==> src/rtl/ras_stack_pkg.sv <==
// Shared types and helpers for the return-address stack (ras_stack).
package ras_stack_pkg;

    localparam int unsigned RAS_DEPTH_DEFAULT = 32'd2;
    localparam int unsigned RAS_VLEN_DEFAULT  = 32'd64;

    typedef enum logic [2:0] {
        RAS_OP_IDLE      = 3'd0,
        RAS_OP_FLUSH     = 3'd1,
        RAS_OP_RESTORE   = 3'd2,
        RAS_OP_PUSH      = 3'd3,
        RAS_OP_POP       = 3'd4,
        RAS_OP_REPLACE   = 3'd5,
        RAS_OP_UNDERFLOW = 3'd6
    } ras_op_e;

    // Resolves the per-cycle request set into one operation, highest priority first.
    function automatic ras_op_e ras_op_decode(
        input logic flush,
        input logic restore,
        input logic push,
        input logic pop,
        input logic empty
    );
        ras_op_e op;
        if (flush) begin
            op = RAS_OP_FLUSH;
        end else if (restore) begin
            op = RAS_OP_RESTORE;
        end else if (push && pop && !empty) begin
            op = RAS_OP_REPLACE;
        end else if (push) begin
            op = RAS_OP_PUSH;
        end else if (pop && !empty) begin
            op = RAS_OP_POP;
        end else if (pop) begin
            op = RAS_OP_UNDERFLOW;
        end else begin
            op = RAS_OP_IDLE;
        end
        return op;
    endfunction

endpackage

==> src/rtl/ras_ckpt_reg.sv <==
// Snapshot register for ras_stack speculative repair.
// Only built when CVA6_RAS_CKPT_EN is defined.
`ifdef CVA6_RAS_CKPT_EN
module ras_ckpt_reg
    import ras_stack_pkg::*;
#(
    parameter int unsigned PTR_W = 32'd1,
    parameter int unsigned CNT_W = 32'd2,
    parameter int unsigned VLEN  = RAS_VLEN_DEFAULT
) (
    input  logic             clk_i,
    input  logic             rst_i,
    input  logic             ckpt_i,
    input  logic             restore_i,
    input  logic [PTR_W-1:0] tos_i,
    input  logic [CNT_W-1:0] count_i,
    input  logic [VLEN-1:0]  ra_i,
    output logic [PTR_W-1:0] saved_tos_o,
    output logic [CNT_W-1:0] saved_count_o,
    output logic [VLEN-1:0]  saved_ra_o
);

    logic             capture_s;
    logic [PTR_W-1:0] tos_r;
    logic [CNT_W-1:0] count_r;
    logic [VLEN-1:0]  ra_r;

    // A restore in the same cycle wins over a new checkpoint.
    assign capture_s = ckpt_i & ~restore_i;

    // Snapshot storage, captured from the pre-update stack state.
    always_ff @(posedge clk_i) begin
        if (rst_i) begin
            tos_r   <= '0;
            count_r <= '0;
            ra_r    <= '0;
        end else if (capture_s) begin
            tos_r   <= tos_i;
            count_r <= count_i;
            ra_r    <= ra_i;
        end
    end

    assign saved_tos_o   = tos_r;
    assign saved_count_o = count_r;
    assign saved_ra_o    = ra_r;

endmodule
`endif

==> src/rtl/ras_stack.sv <==
// Circular return-address stack; oldest entry is overwritten on overflow.
// Optional checkpoint/restore repair path enabled by CVA6_RAS_CKPT_EN.
module ras_stack
    import ras_stack_pkg::*;
#(
    parameter int unsigned DEPTH = RAS_DEPTH_DEFAULT,
    parameter int unsigned VLEN  = RAS_VLEN_DEFAULT
) (
    input  logic          clk_i,
    input  logic          rst_i,
    input  logic          flush_i,
    input  logic          push_i,
    input  logic          pop_i,
    input  logic [VLEN-1:0] data_i,
    input  logic          ckpt_i,
    input  logic          restore_i,
    output logic [VLEN:0] ras_o,
    output logic          overflow_o,
    output logic          underflow_o
);

    localparam int unsigned PTR_W = $clog2(DEPTH);
    localparam int unsigned CNT_W = $clog2(DEPTH + 32'd1);

    logic [VLEN-1:0]  mem_r [DEPTH];
    logic [PTR_W-1:0] tos_r;
    logic [CNT_W-1:0] count_r;
    logic             overflow_r;
    logic             underflow_r;

    logic [PTR_W-1:0] tos_nxt_s;
    logic [CNT_W-1:0] count_nxt_s;
    logic [PTR_W-1:0] tos_inc_s;
    logic             wr_en_s;
    logic [PTR_W-1:0] wr_idx_s;
    logic [VLEN-1:0]  wr_data_s;
    logic             overflow_s;
    logic             underflow_s;
    logic             empty_s;
    logic             full_s;
    logic             restore_s;
    ras_op_e          op_s;

    logic [PTR_W-1:0] saved_tos_s;
    logic [CNT_W-1:0] saved_count_s;
    logic [VLEN-1:0]  saved_ra_s;

`ifdef CVA6_RAS_CKPT_EN
    assign restore_s = restore_i;

    ras_ckpt_reg #(
        .PTR_W (PTR_W),
        .CNT_W (CNT_W),
        .VLEN  (VLEN)
    ) u_ckpt (
        .clk_i         (clk_i),
        .rst_i         (rst_i),
        .ckpt_i        (ckpt_i),
        .restore_i     (restore_i),
        .tos_i         (tos_r),
        .count_i       (count_r),
        .ra_i          (mem_r[tos_r]),
        .saved_tos_o   (saved_tos_s),
        .saved_count_o (saved_count_s),
        .saved_ra_o    (saved_ra_s)
    );
`else
    logic unused_ckpt_s;
    assign unused_ckpt_s = ckpt_i ^ restore_i;
    assign restore_s     = 1'b0;
    assign saved_tos_s   = '0;
    assign saved_count_s = '0;
    assign saved_ra_s    = '0;
`endif

    assign empty_s   = (count_r == '0);
    assign full_s    = (count_r == CNT_W'(DEPTH));
    assign tos_inc_s = tos_r + PTR_W'(1);
    assign op_s      = ras_op_decode(flush_i, restore_s, push_i, pop_i, empty_s);

    // Next-state and write-port selection for the decoded operation.
    always_comb begin
        tos_nxt_s   = tos_r;
        count_nxt_s = count_r;
        wr_en_s     = 1'b0;
        wr_idx_s    = tos_r;
        wr_data_s   = data_i;
        overflow_s  = 1'b0;
        underflow_s = 1'b0;
        case (op_s)
            RAS_OP_FLUSH: begin
                tos_nxt_s   = '0;
                count_nxt_s = '0;
            end
            RAS_OP_RESTORE: begin
                tos_nxt_s   = saved_tos_s;
                count_nxt_s = saved_count_s;
                wr_en_s     = 1'b1;
                wr_idx_s    = saved_tos_s;
                wr_data_s   = saved_ra_s;
            end
            RAS_OP_REPLACE: begin
                wr_en_s = 1'b1;
            end
            RAS_OP_PUSH: begin
                tos_nxt_s = tos_inc_s;
                wr_en_s   = 1'b1;
                wr_idx_s  = tos_inc_s;
                if (full_s) begin
                    overflow_s = 1'b1;
                end else begin
                    count_nxt_s = count_r + CNT_W'(1);
                end
            end
            RAS_OP_POP: begin
                tos_nxt_s   = tos_r - PTR_W'(1);
                count_nxt_s = count_r - CNT_W'(1);
            end
            RAS_OP_UNDERFLOW: begin
                underflow_s = 1'b1;
            end
            RAS_OP_IDLE: begin
                wr_en_s = 1'b0;
            end
            default: begin
                wr_en_s = 1'b0;
            end
        endcase
    end

    // Stack pointer, occupancy and status pulse registers.
    always_ff @(posedge clk_i) begin
        if (rst_i) begin
            tos_r       <= '0;
            count_r     <= '0;
            overflow_r  <= 1'b0;
            underflow_r <= 1'b0;
        end else begin
            tos_r       <= tos_nxt_s;
            count_r     <= count_nxt_s;
            overflow_r  <= overflow_s;
            underflow_r <= underflow_s;
        end
    end

    // Entry storage; flush leaves contents in place.
    always_ff @(posedge clk_i) begin
        if (rst_i) begin
            for (int i = 0; i < int'(DEPTH); i++) begin
                mem_r[i] <= '0;
            end
        end else if (wr_en_s) begin
            mem_r[wr_idx_s] <= wr_data_s;
        end
    end

    assign ras_o       = {~empty_s, mem_r[tos_r]};
    assign overflow_o  = overflow_r;
    assign underflow_o = underflow_r;

endmodule

==> config.mk <==
export PLATFORM = sky130hd
export DESIGN_NAME = ras_stack
export DESIGN_NICKNAME = d
export VERILOG_FILES = /design/src/rtl/ras_stack_pkg.sv /design/src/rtl/ras_ckpt_reg.sv /design/src/rtl/ras_stack.sv
export SDC_FILE = /design/constraint.sdc
export NUM_CORES = 1
export LEC_CHECK = 0
export BUFFER_PORTS_ARGS = -buffer_cell sky130_fd_sc_hd__clkbuf_2
export CORE_ASPECT_RATIO = 1.5
export CORE_MARGIN = 4
export CORE_UTILIZATION = 30
export CTS_CLUSTER_SIZE = 14
export DETAILED_ROUTE_END_ITERATION = 8
export SETUP_SLACK_MARGIN = 0.2
export SYNTH_ARGS = -nofsm -noshare
export SYNTH_HDL_FRONTEND = slang
export SYNTH_SLANG_ARGS = --single-unit
==> constraint.sdc <==
create_clock -name clk_i -period 5.7 [get_ports clk_i]
set_input_delay 0.285 -clock clk_i [delete_from_list [all_inputs] [get_ports clk_i]]
set_output_delay 0.285 -clock clk_i [all_outputs]
set_load 0.1 [all_outputs]
==> flow_summary.toml, run 1 <==
[sta]
finalHoldWorstSlack_ns = 0.161
slew_viol_final = 0
hold_viol = 0
max_slew_margin_pct = 26.9
setup_slack_ns = 2.93
finalCriticalPeriod_ns = 2.77
rsz0062_at_grt = "false"
finalCritPeriodShare_pct = 48.6
fin_setup_tns_ns = 0
worst_pin_slew_ns = 1.09
setup_viol = 0
fmax_mhz = 361
skew_ns = 0.00687

[global_route]
grt_use_total_pct = 13.4
grt_pass1_wl_um = 24400
grt_pass1_vias = 4608
grt_max_degree = 65
antenna_found_initial = 2
grt_overflow = 0

[worst_setup_path]
rr_endpoint = "mem_r[0][30]"
crit_chain = "o21a_1, xnor2_1, o21bai_4, buf_4"
path_buf_inv = 1
critPathMaxFanout = 42
crit_family = "compound AO/OA/AOI/OAI gates"
required_ns = 5.75
r2r_start = "count_r[1]"
reg2regPathDepth = 4
end_kind = "flop"
startpoint_type = "flop"
r2r_slack_ns = 2.93
arrival_ns = 2.82
path_class = "reg -> reg"
crit_path_max_incr_delay_ns = 0.63
slowest_stage = "o21bai_4"

[cts]
cts-root-buf = "clkbuf_16"
cts_resized = 0
clk_path_buf_depth = 2
numCtsBuffers = 17
cts_tree = "built"
cts_hold_buf = 0
numClockSinks = 134
postCtsSetupBuffers = 0
clk_pin_slew_ns = 0.06
htreeDepth = 4
clk_latency_ns = 0.42

[floorplan]
std_cell_rows = 65
die_h_um = 186
dieArea_um2 = 23700
die_w_um = 127
core_area_um2 = 21000
start_util_pct = 30.4
io-pin-count = 138

[layout]
seqCellArea_um2 = 3970
final_common_cell = "clkbuf_2"
drive_gt1_share_pct = 51.8
antenna_cells = 0
final_cell_mix = "135 x clkbuf_2, 128 x edfxtp_1, 65 x nand2_1, 65 x nor3_1, 64 x mux2_2"
fillers = 2114
area_growth_syn_to_layout_pct = 22.5
multiInputGateArea_um2 = 2100
num-nets-final = 651

[power]
power-per-cell-area_nw_per_um2 = 375
ir_worst_vdd_mv = 0.177
p_leak_nw = 2.94
p_total_w = 0.00292

[min_path]
hold_start = "flush_i"
min_path_cells = 2
hold_class = "in -> reg"

[place]
place.gp.congestion = 0.729
place_hpwl_um = 9260
post-place-ws_ns = 2.93
io_buffer_count = 135

[yosys]
synth_seq_area_share_pct = 62.2
synth.area.top_cells = "edfxtp_1 60%, mux2_2 11%, a21oi_2 7.7%"
syn-num-nets = 533
netlist_instances = 462
ys_types = 32
synthDominantAreaCellType = "edfxtp_1"
yosysWarnings = 0
syn_area_per_cell_um2 = 13.8
synth_seq_cells = 134
synth_top_area_share_pct = 60.4
netlist_area_um2 = 6370

[detailed_routing]
drc = 0
drt_iter0_markers = 165
ant_nets = 0
drt_pass1_iterations = 4
post_drt_wl_per_cell_um = 18.0
wirelength_um = 15500
via_per_inst = 4.82
vias = 4146

[job]
max-cap-violations = 0

[run_status]
run_status = "finished, final reports clean"
kinds of logic after synthesis:
group,count (synthesis),synth area share (%)
simple gates,142,10.2
buf+inv,45,5.32
flops,134,62.2
xor+xnor,3,0.688
mux,65,11.5
compound gates,73,10.0
synthesized netlist by cell type (all sizes together):
cell / n
a211oi: 1
a21o: 1
a21oi: 66
and3: 1
buf: 41
clkbuf: 3
dfxtp: 6
edfxtp: 128
inv: 1
mux2: 64
mux2i: 1
nand2: 65
nand2b: 2
nor2: 2
nor2b: 1
nor3: 66
nor3b: 1
nor4: 2
o21a: 3
o21ai: 1
o21bai: 1
or2: 1
or3: 1
xnor2: 1
xnor3: 1
xor2: 1
how the worst max path moves through the flow:
stage                     from            to  slack, ns  cells after the start
finish              count_r[1]  mem_r[0][30]       2.93                      4
global route        count_r[1]  mem_r[0][30]       2.74                      4
CTS                 count_r[1]  mem_r[0][30]       2.91                      4
detailed placement  count_r[1]  mem_r[0][17]       2.93                      4
global placement       flush_i   mem_r[0][1]       2.99                      5
floorplan           count_r[1]   mem_r[0][0]       1.41                      4
final cells by class:
type	count	share of cell area, %
flip-flops and latches	134	50.8
multi-input cells	283	27.0
repair buffers	143	9.43
clock buffers	17	5.45
well taps	268	4.30
clock inverters	15	2.98
inverters	1	0.0481
metal layers:
layer	GRT usage (%)	wire, µm	vias to the layer above
met1	14.6	6070	2067
met3	3.84	826	18
met2	24.1	8330	110
li1	-	-	1947
met5	0	34	-
met4	5.33	201	4
registers in the layout (all words and copies together), names as in the netlist, named ones only:
register and count:
mem_r 128, overflow_o 1, count_r 2, underflow_o 1, tos_r 1
power by group:
part	total, W	switching [W]	internal (W)
clock network	0.00124	0.000424	0.000815
logic	0.000519	0.000421	0.0000981
registers	0.00116	0.0000258	0.00114
total	0.00292	0.000871	0.00205
metrics by stage:
step / util (%) / instances / instance area [µm²]
detailed placement: 34.1 / 829 / 7150
finish: 37.2 / 861 / 7800
global route: 37.2 / 861 / 7800
floorplan: - / 462 / 6370
CTS: 37.2 / 861 / 7800
global placement: 34.1 / 829 / 7150
worst register-to-register path: cells and delay by family (launching register included):
kind / cells / cell delay [ns]
compound gates: 2 / 1.05
xor+xnor: 1 / 0.21
flops: 1 / 0.46
buf+inv: 1 / 0.62
Power figures use the tool's default switching activity.
==> run 2: changes to the inputs <==
--- a/config.mk
+++ b/config.mk
@@ -5,6 +5,7 @@
 export SDC_FILE = /design/constraint.sdc
 export NUM_CORES = 1
 export LEC_CHECK = 0
+export ABC_AREA = 1
 export BUFFER_PORTS_ARGS = -buffer_cell sky130_fd_sc_hd__clkbuf_2
 export CORE_ASPECT_RATIO = 1.5
 export CORE_MARGIN = 4
==> constraint.sdc (replaced) <==
create_clock -name clk_i -period 2.7 [get_ports clk_i]
set_input_delay 0.135 -clock clk_i [delete_from_list [all_inputs] [get_ports clk_i]]
set_output_delay 0.135 -clock clk_i [all_outputs]
set_load 0.1 [all_outputs]
==> run 2 against run 1 <==
  * Non-clock buffer count increased by 1
  * Setup slack got worse by 2.5 ns
  * Combinational power increased by 140%
  * Register-to-register slack lost 2.1 ns
  * Worst hold slack lost 0.12 ns
  * Global-route usage decreased by 1.8 points
  * Sequential share of layout area up 2.4 points
  * Via count fell by 9.8%
  * Critical path depth decreased by 1
  * Utilization rose by 1.4 points
  * Routed wire length decreased by 19%
  * Power rose by 100%
  * Critical endpoint is now ras_o[63]
  * Largest cell class unchanged
  * Largest power group is now registers
  * Highest routed layer is now met4
==> flow_summary.toml, run 2 <==
[yosys]
yosysWarnings = 0
syn_area_per_cell_um2 = 13.1
synth_seq_cells = 134
yosysMostFrequentCell = "edfxtp_1"
synth_ff_type = "edfxtp_1"
ys_types = 19
synthDominantAreaCellType = "edfxtp_1"
synthArstFlopShare_pct = 0
synth_edf_count = 128
synth_top_area_share_pct = 64.8
synth_seq_area_share_pct = 66.8
synth.area.top_cells = "edfxtp_1 65%, mux2_2 12%, nor2_1 5.9%"
netlist_area_um2 = 5930
syn-num-nets = 524
netlist_instances = 453
ys_top_cells_by_count = "128 x edfxtp_1, 93 x nor2_1, 71 x inv_1"

[worst_setup_path]
critPathMaxFanout = 33
r2r_slack_ns = 0.79
startpoint_type = "flop"
required_ns = 2.57
arrival_ns = 2.11
end_kind = "primary output"
path_class = "reg -> out"

[layout]
antenna_cells = 0
drive_gt1_share_pct = 46.8
largestRegisters = "mem_r: 128 flops, count_r: 2 flops"
fillers = 1862
area_growth_syn_to_layout_pct = 25.7
final_cell_mix = "135 x clkbuf_2, 128 x edfxtp_1, 93 x nor2_1"
largest_reg_flops = 128
regMostFlops = "mem_r"
num-nets-final = 666
final_common_cell = "clkbuf_2"

[cts]
cts_tree = "built"
postCtsSetupBuffers = 0
clk_path_buf_depth = 2
htreeDepth = 4
numClockSinks = 134
cts_hold_buf = 2
cts-root-buf = "clkbuf_16"
clk_pin_slew_ns = 0.06
numCtsBuffers = 17
clk_latency_ns = 0.40
cts_resized = 0

[sta]
max_slew_margin_pct = 50.2
rsz0062_at_grt = "false"
worst_pin_slew_ns = 0.748
skew_ns = 0.00604
setup_slack_ns = 0.456
fmax_mhz = 446
finalCritPeriodShare_pct = 83.1
finalCriticalPeriod_ns = 2.24
fin_setup_tns_ns = 0
hold_viol = 0
setup_viol = 0
slew_viol_final = 0

[detailed_routing]
drt_iter0_markers = 192
via_per_inst = 4.33
wirelength_um = 12500
ant_nets = 0
post_drt_wl_per_cell_um = 14.5
drt_pass1_iterations = 5
drc = 0
vias = 3739

[global_route]
grt_pass1_vias = 4073
grt_use_total_pct = 11.6
grt_max_degree = 65
grt_overflow = 0
antenna_found_initial = 0
grt_pass1_wl_um = 19700

[place]
io_buffer_count = 135
place_hpwl_um = 8130
place.gp.congestion = 0.777
post-place-ws_ns = 0.671

[power]
p_leak_nw = 3.32
p_total_w = 0.00598
power-per-cell-area_nw_per_um2 = 803
ir_worst_vdd_mv = 0.404

[floorplan]
die_w_um = 123
core_area_um2 = 19300
dieArea_um2 = 22100
start_util_pct = 30.7
io-pin-count = 138
die_h_um = 180
std_cell_rows = 62

[run_status]
run_status = "finished, final reports clean"

[min_path]
hold_class = "in -> reg"

[job]
max-cap-violations = 0
[run 2: cell types whose count changed in the layout (fill, tap and decap cells not counted), sizes merged, moves of 8 or more]
cell / before / now
a21oi: 66 / 2
nor3: 66 / 1
nand2: 65 / 13
inv: 2 / 71
nand3: 0 / 8
nor2: 2 / 134
[run 2: final cells by class]
type	count	area [µm²]	share of cell area (%)
clock buffer	18	429	5.76
clock inverter	13	159	2.13
inverter	71	267	3.58
multi-input combinational	227	1510	20.3
sequential	134	3970	53.2
tap	256	320	4.30
timing repair buffer	144	798	10.7
[run 2: final timing paths]
path	start	end	cells after the start
worst max register to register	count_r[1]	mem_r[1][28]	6
worst min register to register	tos_r	flop	1
worst max-delay path	flop	ras_o[63]	3
worst min-delay path	data_i[6]	mem_r[1][6]	3
[run 2: cells by family after synthesis]
family                 Yosys count  share of synthesized area [%]
AND/OR/NAND/NOR                159                           12.5
AO/OA/AOI/OAI                    4                          0.528
buffers and inverters           92                           7.98
flip-flops                     134                           66.8
multiplexers                    64                           12.2
[run 2: power breakdown]
part	total [W]	internal, W	leakage, nW	switching (W)
Clock	0.00229	0.00144	0.285	0.000850
Sequential	0.00245	0.00240	1.38	0.0000487
Combinational	0.00124	0.000241	1.65	0.000999
[run 2: per-layer routing]
layer / routed length [µm] / vias to the layer above / share of wire (%) / GRT usage, %
met3: 515 / 12 / 4.1 / 2.89
met1: 4820 / 1854 / 38 / 12.4
met2: 7040 / 95 / 56 / 21.4
li1: - / 1778 / - / -
met4: 172 / 0 / 1.4 / 4.62
met5: 0 / - / 0 / 0
[run 2: critical path, cell delays in order (launching register included)]
cell	delay [ns]
dfxtp_4	0.64
buf_12	0.29
mux2_2	0.36
clkbuf_2	0.39
[run 2: through the flow]
stage | util (%) | std cells | hold WS, ns | cell area (µm²)
2_1_floorplan | - | 453 | 0.207 | 5930
3_3_place_gp | 35.4 | 830 | 0.335 | 6850
3_5_place_dp | 35.4 | 830 | 0.356 | 6850
4_1_cts | 38.6 | 863 | 0.0142 | 7450
5_1_grt | 38.6 | 863 | 0.0252 | 7450
6_report | 38.6 | 863 | 0.0392 | 7450
==> run 3: changes to the inputs <==
==> constraint.sdc (replaced) <==
create_clock -name clk_i -period 1.9 [get_ports clk_i]
set_input_delay 0.095 -clock clk_i [delete_from_list [all_inputs] [get_ports clk_i]]
set_output_delay 0.095 -clock clk_i [all_outputs]
set_load 0.1 [all_outputs]
==> run 3 against run 2 <==
  * Register-to-register slack lost 0.54 ns
  * Clock power is 49% higher
  * Critical path depth is 1 higher
  * Sequential power increased by 42%
  * Count of clock-buffer cells in the layout rose by 2
  * Cell count up 7.0%
  * Utilization is 11 points higher
  * Global-route usage increased by 1.1 points
  * Critical endpoint is now ras_o[27]
  * First-iteration DRC count up 5.7%
  * Final area is 28% higher
  * Via count up 6.9%
  * Critical path type unchanged
  * Largest cell class unchanged
  * Worst hold slack got worse by 0.017 ns
==> flow_summary.toml, run 3 (synthesized netlist as in run 2, its figures left out) <==
[run_status]
run_status = "finished, final reports clean"

[worst_setup_path]
arrival_ns = 1.61
required_ns = 1.80
end_kind = "primary output"
critPathMaxFanout = 7
startpoint_type = "flop"
path_class = "reg -> out"

[floorplan]
core_area_um2 = 19300
start_util_pct = 30.7
std_cell_rows = 62
die_h_um = 180
dieArea_um2 = 22100
die_w_um = 123
io-pin-count = 138

[detailed_routing]
post_drt_wl_per_cell_um = 16.8
dr_wl_met3_um = 662
drt_iter0_markers = 203
drc = 0
via_per_inst = 4.33
top_layer = "met5"
met2_length_um = 8800
ant_nets = 0
vias = 3997
met1_length_um = 5870
wirelength_um = 15500
drt_pass1_iterations = 4

[global_route]
grt_pass1_vias = 4272
antenna_found_initial = 1
grt_overflow = 0
grt_use_total_pct = 12.7
grt_max_degree = 44
grt_pass1_wl_um = 21400

[sta]
hold_viol = 0
skew_ns = 0.00628
fmax_mhz = 586
finalCritPeriodShare_pct = 89.8
finalCriticalPeriod_ns = 1.71
slew_viol_final = 0
worst_pin_slew_ns = 0.579
max_slew_margin_pct = 61.3
fin_setup_tns_ns = 0
setup_viol = 0
rsz0062_at_grt = "true"

[cts]
numCtsBuffers = 17
cts-root-buf = "clkbuf_16"
clk_pin_slew_ns = 0.06
clk_path_buf_depth = 2
numClockSinks = 134
cts_tree = "built"
clk_latency_ns = 0.40
htreeDepth = 4

[job]
max-cap-violations = 0

[layout]
final_cell_mix = "128 x edfxtp_1, 93 x nor2_1, 75 x buf_12"
num-nets-final = 725
drive_gt1_share_pct = 46.3
final_common_cell = "edfxtp_1"
antenna_cells = 0
instances_no_fill = 923
final_area_um2 = 9510
multiInputGateArea_um2 = 1770
area_growth_syn_to_layout_pct = 60.4
largest_reg_flops = 128
fillers = 1679
largestRegisters = "mem_r: 128 flops, count_r: 2 flops"
regMostFlops = "mem_r"
seqCellArea_um2 = 3970

[place]
place_inst = 835
place_hpwl_um = 9030
placed_area_um2 = 7910
place.gp.congestion = 0.745
io_buffer_count = 135

[min_path]
hold_class = "in -> reg"

[power]
p_leak_nw = 4.17
ir_worst_vdd_mv = 0.457
power-per-cell-area_nw_per_um2 = 1010
## run 3: changes by cell type in the layout (fill, tap and decap cells not counted), moves of 2 or more
| cell | delta |
|---|---|
| buf_12 | +71 |
| clkbuf_2 | -65 |
| mux2_2 | -59 |
| mux2_4 | +59 |
| dlygate4sd3_1 | +36 |
| clkbuf_16 | +7 |
| buf_16 | +3 |
| buf_4 | +3 |
| clkbuf_1 | +2 |
| clkinv_1 | -2 |
| clkinv_4 | -2 |
| nand2_8 | +2 |
## run 3: through the flow
stage,hold WS [ns],setup slack [ns],util [%],total power (W)
floorplan,0.167,0.201,-,0.00500
global placement,0.292,0.254,40.9,0.00585
detailed placement,0.290,0.138,40.9,0.00588
CTS,0.000436,0.156,46.5,0.00943
global route,0.00102,0.145,49.2,0.00988
finish,0.0218,0.195,49.2,0.00956
## run 3: final cells by class
class | instances | area share (%)
clock buffers | 20 | 4.59
clock inverters | 12 | 1.87
inverters | 71 | 2.80
multi-input cells | 228 | 18.6
flip-flops and latches | 134 | 41.7
well taps | 256 | 3.37
repair buffers | 202 | 27.0
## run 3: power breakdown
group	total (W)	switching [W]	internal, W	leakage [nW]
Combinational	0.00268	0.00163	0.00105	2.49
Clock	0.00342	0.00122	0.00220	0.298
Sequential	0.00347	0.0000542	0.00341	1.38
## run 3: path summary, 6_finish.rpt
kind	start	to	slack [ns]	depth (start not counted)
setup / recovery	flop	ras_o[27]	0.19	4
hold / removal	data_i[48]	mem_r[1][48]	0.02	3
setup reg to reg	count_r[1]	mem_r[1][9]	0.25	7
hold reg to reg	tos_r	flop	0.50	1
## run 3: what timing repair did
item / in CTS / in global routing
setup buffers: 3 / 3
endpoints found under the setup margin: 131 / 145
gates resized for setup: 5 / 72
gates cloned: 1 / 11
endpoints found under the hold margin: 53 / 0
hold buffers: 38 / 0
## run 3: layer usage
metal | global-route usage, % | vias up
met3 | 3.74 | 18
met1 | 13.9 | 1955
met5 | 0 | -
met4 | 3.59 | 2
li1 | - | 1909
met2 | 23.2 | 113
## run 3: worst max-delay path: stages (launching register included)
cell       delay [ns]
dfxtp_4          0.37
buf_12           0.15
clkbuf_16        0.18
mux2_4           0.32
buf_12           0.17
